`config.mk`:
```
export PLATFORM = sky130hd
export DESIGN_NAME = ecc_result_serializer_flat
export DESIGN_NICKNAME = d
export VERILOG_FILES = /design/src/rtl/ecc_result_serializer_if.sv /design/src/rtl/ecc_result_serializer.sv /design/src/flat_wrapper.sv
export SDC_FILE = /design/constraint.sdc
export NUM_CORES = 2
export LEC_CHECK = 0
export ABC_AREA = 1
export CORE_MARGIN = 8
export CORE_UTILIZATION = 55
export DETAILED_ROUTE_END_ITERATION = 8
export DONT_BUFFER_PORTS = 1
export GPL_TIMING_DRIVEN = 0
export PLACE_DENSITY = 0.73
export SYNTH_ARGS = -nofsm -noshare
export SYNTH_HDL_FRONTEND = slang
export SYNTH_SLANG_ARGS = --single-unit
```
`constraint.sdc`:
```
create_clock -name clk -period 36.5 [get_ports clk]
set_input_delay 7.3 -clock clk [delete_from_list [all_inputs] [get_ports clk]]
set_output_delay 7.3 -clock clk [all_outputs]
set_load 0.005 [all_outputs]
```
`src/rtl/ecc_result_serializer_if.sv`:
```
// Bus between the ECC core and one result serializer.
// Core side (master) presents a parallel (x, y) result with a load strobe;
// serializer side (slave) returns ready/busy and the MSB-first serial stream.
//   i_load  : core presents a result this cycle
//   i_mode  : operand size 00=32, 01=64, 10=128, 11=256 bits
//   i_x/i_y : right-aligned result coordinates
//   o_ready : pending buffer empty, a load is accepted this cycle
//   o_valid : one-cycle start-of-frame strobe, coincident with the MSB
//   o_x/o_y : serial coordinate bits
//   o_busy  : shifter active or pending buffer full
interface ecc_result_serializer_if #(
   parameter int unsigned MAX_BITS = 256
);
   logic                i_load;
   logic [1:0]          i_mode;
   logic [MAX_BITS-1:0] i_x;
   logic [MAX_BITS-1:0] i_y;
   logic                o_ready;
   logic                o_valid;
   logic                o_x;
   logic                o_y;
   logic                o_busy;

   modport master (
      output i_load, i_mode, i_x, i_y,
      input  o_ready, o_valid, o_x, o_y, o_busy
   );

   modport slave (
      input  i_load, i_mode, i_x, i_y,
      output o_ready, o_valid, o_x, o_y, o_busy
   );
endinterface

```
`src/rtl/ecc_result_serializer.sv`:
```
// Transmit end of the ECC bit-serial result port. Takes a parallel point
// result and shifts it out MSB-first with a start-of-frame strobe, holding one
// further result in a pending buffer so frames can run back-to-back.
//   clk : rising-edge clock
//   rst : asynchronous active-high reset
//   bus : slave side of ecc_result_serializer_if (load/mode/x/y in,
//         ready/valid/x/y/busy out)
module ecc_result_serializer #(
   parameter int unsigned MAX_BITS = 256
) (
   input logic                    clk,
   input logic                    rst,
   ecc_result_serializer_if.slave bus
);

   localparam int unsigned CNT_W = 8;

   typedef enum logic {
      ST_IDLE  = 1'b0,
      ST_SHIFT = 1'b1
   } state_e;

   state_e              state_q, state_d;
   logic [CNT_W-1:0]    cnt_q, cnt_d;
   logic [MAX_BITS-1:0] sx_q, sx_d;
   logic [MAX_BITS-1:0] sy_q, sy_d;
   logic                pend_full_q, pend_full_d;
   logic [MAX_BITS-1:0] pend_x_q, pend_x_d;
   logic [MAX_BITS-1:0] pend_y_q, pend_y_d;
   logic [1:0]          pend_mode_q, pend_mode_d;
   logic                valid_q, valid_d;
   logic                ox_q, ox_d;
   logic                oy_q, oy_d;
   logic                busy_q, busy_d;

   logic                accept;
   logic                start;
   logic [MAX_BITS-1:0] src_x, src_y;
   logic [1:0]          src_mode;
   logic [MAX_BITS-1:0] aln_x, aln_y;

   // Left-align a frame so its MSB sits at the top of the shifter; bits at or
   // above the frame length fall off the top and are never sent.
   function automatic logic [MAX_BITS-1:0] align(input logic [MAX_BITS-1:0] op,
                                                 input logic [1:0]          mode);
      logic [MAX_BITS-1:0] r;
      case (mode)
         2'b00:   r = op << (MAX_BITS - 32);
         2'b01:   r = op << (MAX_BITS - 64);
         2'b10:   r = op << (MAX_BITS - 128);
         default: r = op << (MAX_BITS - 256);
      endcase
      return r;
   endfunction

   // Index of the MSB for a given mode (N-1).
   function automatic logic [CNT_W-1:0] last_idx(input logic [1:0] mode);
      logic [CNT_W-1:0] r;
      case (mode)
         2'b00:   r = CNT_W'(31);
         2'b01:   r = CNT_W'(63);
         2'b10:   r = CNT_W'(127);
         default: r = CNT_W'(255);
      endcase
      return r;
   endfunction

   // State and datapath registers.
   always_ff @(posedge clk or posedge rst) begin
      if (rst) begin
         state_q     <= ST_IDLE;
         cnt_q       <= '0;
         sx_q        <= '0;
         sy_q        <= '0;
         pend_full_q <= 1'b0;
         pend_x_q    <= '0;
         pend_y_q    <= '0;
         pend_mode_q <= 2'b00;
         valid_q     <= 1'b0;
         ox_q        <= 1'b0;
         oy_q        <= 1'b0;
         busy_q      <= 1'b0;
      end else begin
         state_q     <= state_d;
         cnt_q       <= cnt_d;
         sx_q        <= sx_d;
         sy_q        <= sy_d;
         pend_full_q <= pend_full_d;
         pend_x_q    <= pend_x_d;
         pend_y_q    <= pend_y_d;
         pend_mode_q <= pend_mode_d;
         valid_q     <= valid_d;
         ox_q        <= ox_d;
         oy_q        <= oy_d;
         busy_q      <= busy_d;
      end
   end

   // Next-state and output logic. cnt_q is the index of the bit currently on
   // o_x/o_y; sx_q/sy_q hold the bits still to come, left-aligned.
   always_comb begin
      state_d     = state_q;
      cnt_d       = cnt_q;
      sx_d        = sx_q;
      sy_d        = sy_q;
      pend_full_d = pend_full_q;
      pend_x_d    = pend_x_q;
      pend_y_d    = pend_y_q;
      pend_mode_d = pend_mode_q;
      valid_d     = 1'b0;
      ox_d        = 1'b0;
      oy_d        = 1'b0;
      accept      = bus.i_load && !pend_full_q;
      start       = 1'b0;
      src_x       = bus.i_x;
      src_y       = bus.i_y;
      src_mode    = bus.i_mode;
      aln_x       = '0;
      aln_y       = '0;

      case (state_q)
         ST_IDLE: begin
            if (accept) begin
               start = 1'b1;
            end
         end
         ST_SHIFT: begin
            if (cnt_q != '0) begin
               ox_d  = sx_q[MAX_BITS-1];
               oy_d  = sy_q[MAX_BITS-1];
               sx_d  = sx_q << 1;
               sy_d  = sy_q << 1;
               cnt_d = cnt_q - CNT_W'(1);
               if (accept) begin
                  pend_full_d = 1'b1;
                  pend_x_d    = bus.i_x;
                  pend_y_d    = bus.i_y;
                  pend_mode_d = bus.i_mode;
               end
            end else if (pend_full_q) begin
               // Last bit on the wire: a buffered result wins over the input.
               start       = 1'b1;
               src_x       = pend_x_q;
               src_y       = pend_y_q;
               src_mode    = pend_mode_q;
               pend_full_d = 1'b0;
            end else if (accept) begin
               start = 1'b1;
            end else begin
               state_d = ST_IDLE;
            end
         end
         default: begin
            state_d = ST_IDLE;
         end
      endcase

      // Frame start: MSB goes straight to the output register with the strobe.
      if (start) begin
         aln_x   = align(src_x, src_mode);
         aln_y   = align(src_y, src_mode);
         ox_d    = aln_x[MAX_BITS-1];
         oy_d    = aln_y[MAX_BITS-1];
         sx_d    = aln_x << 1;
         sy_d    = aln_y << 1;
         cnt_d   = last_idx(src_mode);
         valid_d = 1'b1;
         state_d = ST_SHIFT;
      end

      busy_d = (state_d == ST_SHIFT) || pend_full_d;
   end

   assign bus.o_ready = !pend_full_q;
   assign bus.o_valid = valid_q;
   assign bus.o_x     = ox_q;
   assign bus.o_y     = oy_q;
   assign bus.o_busy  = busy_q;

endmodule

```
`src/flat_wrapper.sv`:
```
// flat-port wrapper written by rule: the top's interface ports become plain ports
module ecc_result_serializer_flat 
#(
   parameter int unsigned MAX_BITS = 256
)
  (clk, rst, bus_i_load, bus_i_mode, bus_i_x, bus_i_y, bus_o_ready, bus_o_valid, bus_o_x, bus_o_y, bus_o_busy);
  ecc_result_serializer_if #(.MAX_BITS(MAX_BITS)) bus_i ();
  input logic clk;
  input logic rst;
  input wire logic [$bits(bus_i.i_load)-1:0] bus_i_load;
  input wire logic [$bits(bus_i.i_mode)-1:0] bus_i_mode;
  input wire logic [$bits(bus_i.i_x)-1:0] bus_i_x;
  input wire logic [$bits(bus_i.i_y)-1:0] bus_i_y;
  output wire logic [$bits(bus_i.o_ready)-1:0] bus_o_ready;
  output wire logic [$bits(bus_i.o_valid)-1:0] bus_o_valid;
  output wire logic [$bits(bus_i.o_x)-1:0] bus_o_x;
  output wire logic [$bits(bus_i.o_y)-1:0] bus_o_y;
  output wire logic [$bits(bus_i.o_busy)-1:0] bus_o_busy;
  assign bus_i.i_load = bus_i_load;
  assign bus_i.i_mode = bus_i_mode;
  assign bus_i.i_x = bus_i_x;
  assign bus_i.i_y = bus_i_y;
  assign bus_o_ready = bus_i.o_ready;
  assign bus_o_valid = bus_i.o_valid;
  assign bus_o_x = bus_i.o_x;
  assign bus_o_y = bus_i.o_y;
  assign bus_o_busy = bus_i.o_busy;
  ecc_result_serializer #(.MAX_BITS(MAX_BITS)) u_core (.clk(clk), .rst(rst), .bus(bus_i));
endmodule
```
==> impl_metrics.tcl <==
set metrics [dict create \
    ctsResizeCount 0 \
    die_w_microns 329 \
    synth-seq-cells 1038 \
    criticalPathCategory "input port to flip-flop" \
    critical-path-top-delay-family "buffers and inverters" \
    dieHeight_microns 329 \
    critPathBufInv 3 \
    wl_met1_microns 80700 \
    drc_errors 0 \
    ir_drop_mv 0.0351 \
    rows 115 \
    clock_path_buffers 3 \
    core_sq_um 97800 \
    cp.arrival_ps 10160 \
    syn_to_final_growth_pct 11.3 \
    fin_skew_ps 31.5 \
    grt_pass1_wl_microns 325000 \
    finalSetupTns_ps 0 \
    hold_ws_ps 480 \
    maxCapViolCount 0 \
    final.period_utilization 0.263 \
    highest_layer "met5" \
    wirelength_microns 226000 \
    seq_area_frac_synth 0.481 \
    cellLeakagePower_nw 31.9 \
    cts.root.buffer_cell "clkbuf_16" \
    final_common_cell "nand2_1" \
    finalCriticalPeriod_ps 9590 \
    initial_utilization 0.552 \
    cp-end-kind "flip-flop" \
    wl_met2_microns 95000 \
    finalPower_mw 2.60 \
    fmax_mhz 104 \
    clk_pin_slew_ps 60 \
    slew_violations 0 \
    max_slew_margin 0.0203 \
    yosys_most_used_dff "dfrtp_1" \
    met3_length_microns 28500 \
    grt-ovfl-total 0 \
    final_area_sq_um 60100 \
    rsz0062_at_grt "no" \
    hold_viol_final 0 \
    vias 53686 \
    finalWorstSetupSlack_ps 26910 \
    grt_use_total 0.404 \
    numPortBuffers 0 \
    start_kind "input port" \
    drt_iter0_drc 7157 \
    synth-async-reset-ratio 1.00 \
    internal-power_mw 1.94 \
    syn_inst 7382 \
    power_frac_seq 0.470 \
    p_switching_uw 659 \
    placed_area_sq_um 56200 \
    placedCellCount 8698 \
    crit_slowest_cell "buf_2" \
    cts_tree "done" \
    cts_hold_buf 0 \
    syn_area_sq_um 54000 \
    syn_nets 7901 \
    cp_max_fo 10 \
    cts_buffers 115 \
    switching_share 0.254 \
    htree_num_levels 3 \
    grt_max_degree 44 \
    antenna_found_initial 40 \
    cts.sinks 1038 \
    syn_avg_cell_area_sq_um 7.32 \
    post_cts_buffers 0 \
    fin_cells 8956 \
    status "finished, final reports clean" \
    synth-edff-count 0 \
    drtPass1Iterations 8 \
    nets 8048 \
    pre_cts_ws_ps 26440 \
    ios 522 \
    dpl.hpwl_microns 173000 \
    wl_per_cell_microns 25.3 \
    fin_util 0.614 \
    setup_viol_count_final 0 \
    layout-drive-gt1-share 0.0592 \
    crit_path_max_incr_delay_ps 640 \
    cp_common_cell "a21oi_1" \
    grt_pass1_vias 50496 \
    p_clk_frac 0.458 \
    min_path_type "flip-flop to flip-flop" \
    fp.dieArea_sq_um 108000 \
    tightest_slew_ps 1470 \
    insertion_delay_ps 730 \
    crit_chain "inv_1, nor2_1, a21oi_1, nand3_1, nand2_2, nor2_2, buf_2, clkbuf_1, a21oi_1, o21ai_0, a21oi_1" \
    postRouteAntennaNets 0 \
    final_cell_mix "nand2_1, inv_1, dfrtp_1" \
    ys_warn_count 0 \
    power_frac_comb 0.072 \
    routabilityCongestion 1.01 \
    synth_cell_types 31 \
    crit_required_ps 37070 \
    via_per_inst 5.99 \
    p_per_area_nw_per_um2 43.2 \
]
## synthesized netlist by cell type (7+ instances only)
cell,number,area share
o21ai_1,77,0.0071
a21oi_1,688,0.064
a31oi_1,31,0.0036
mux2_2,40,0.0083
inv_1,1100,0.076
buf_4,7,0.00097
nand3_1,157,0.015
dfrtp_1,1038,0.48
o21ai_0,625,0.058
buf_2,177,0.016
nand2_1,2066,0.14
buf_1,47,0.0033
clkbuf_1,292,0.020
o221ai_1,254,0.041
nand4_1,103,0.012
nor2_1,653,0.045
## state kept, by name, indices dropped and copies added, names as in the netlist
name / flops
u_core.pend_mode_q: 2
u_core.bus.o_x: 1
u_core.bus.o_valid: 1
u_core.cnt_q: 8
u_core.pend_x_q: 256
u_core.state_q: 1
u_core.sy_q: 255
u_core.bus.o_busy: 1
u_core.pend_y_q: 256
u_core.pend_full_q: 1
u_core.sx_q: 255
u_core.bus.o_y: 1
## worst register-to-register path, cell delays in order (launching register included)
cell and delay (ps):
dfrtp_1 370, inv_1 110, ha_1 250, nand2_2 130, nor2_8 80, nand3_2 90
clkbuf_2 780, clkbuf_1 960, clkbuf_1 770, o21ai_0 250, nand2_1 120, a31oi_1 80
## cell type report
type	instances	area [sq um]
antenna	52	130
fill	9008	37700
sequential	1038	26000
timing repair buffer	30	581
buffer	523	2220
clock buffer	173	3390
multi-input combinational	4716	21700
tap	1287	1610
inverter	1105	4150
clock inverter	32	380
## power groups by stage
stage          Sequential [mW]  Combinational, mW  Clock, mW
2_1_floorplan             1.24              0.118          0
3_3_place_gp              1.24              0.170          0
3_5_place_dp              1.24              0.183          0
4_1_cts                   1.22              0.184       1.19
5_1_grt                   1.22              0.208       1.23
6_report                  1.22              0.188       1.19
## cells by family after synthesis
logic type | Yosys count | synth area share
buffers and inverters | 1628 | 0.118
and+or+nand+nor | 2995 | 0.218
DFF | 1038 | 0.481
muxes | 40 | 0.00834
AOI/OAI and AO/OA | 1679 | 0.174
adders and majority gates | 2 | 0.000463
## path summary, 6_finish.rpt
path,from,end,slack (ps),cells past startpoint
max reg2reg,u_core.cnt_q[0],u_core.sy_q[136],32380,11
max in group asynchronous,rst,u_core.pend_x_q[77],27460,8
max,bus_i_mode[0],u_core.sy_q[229],26910,11
min reg2reg,u_core.pend_x_q[234],u_core.pend_x_q[234],480,2
min in group asynchronous,rst,u_core.pend_y_q[236],6630,1
min,u_core.pend_x_q[234],u_core.pend_x_q[234],480,2
## layer usage
metal  GRT usage  vias to the layer above
li1            -                    23773
met1       0.496                    25575
met2       0.589                     3442
met3       0.127                      882
met4       0.317                       14
met5           0                        -
Note: power is estimated with default switching activity, not from simulation.
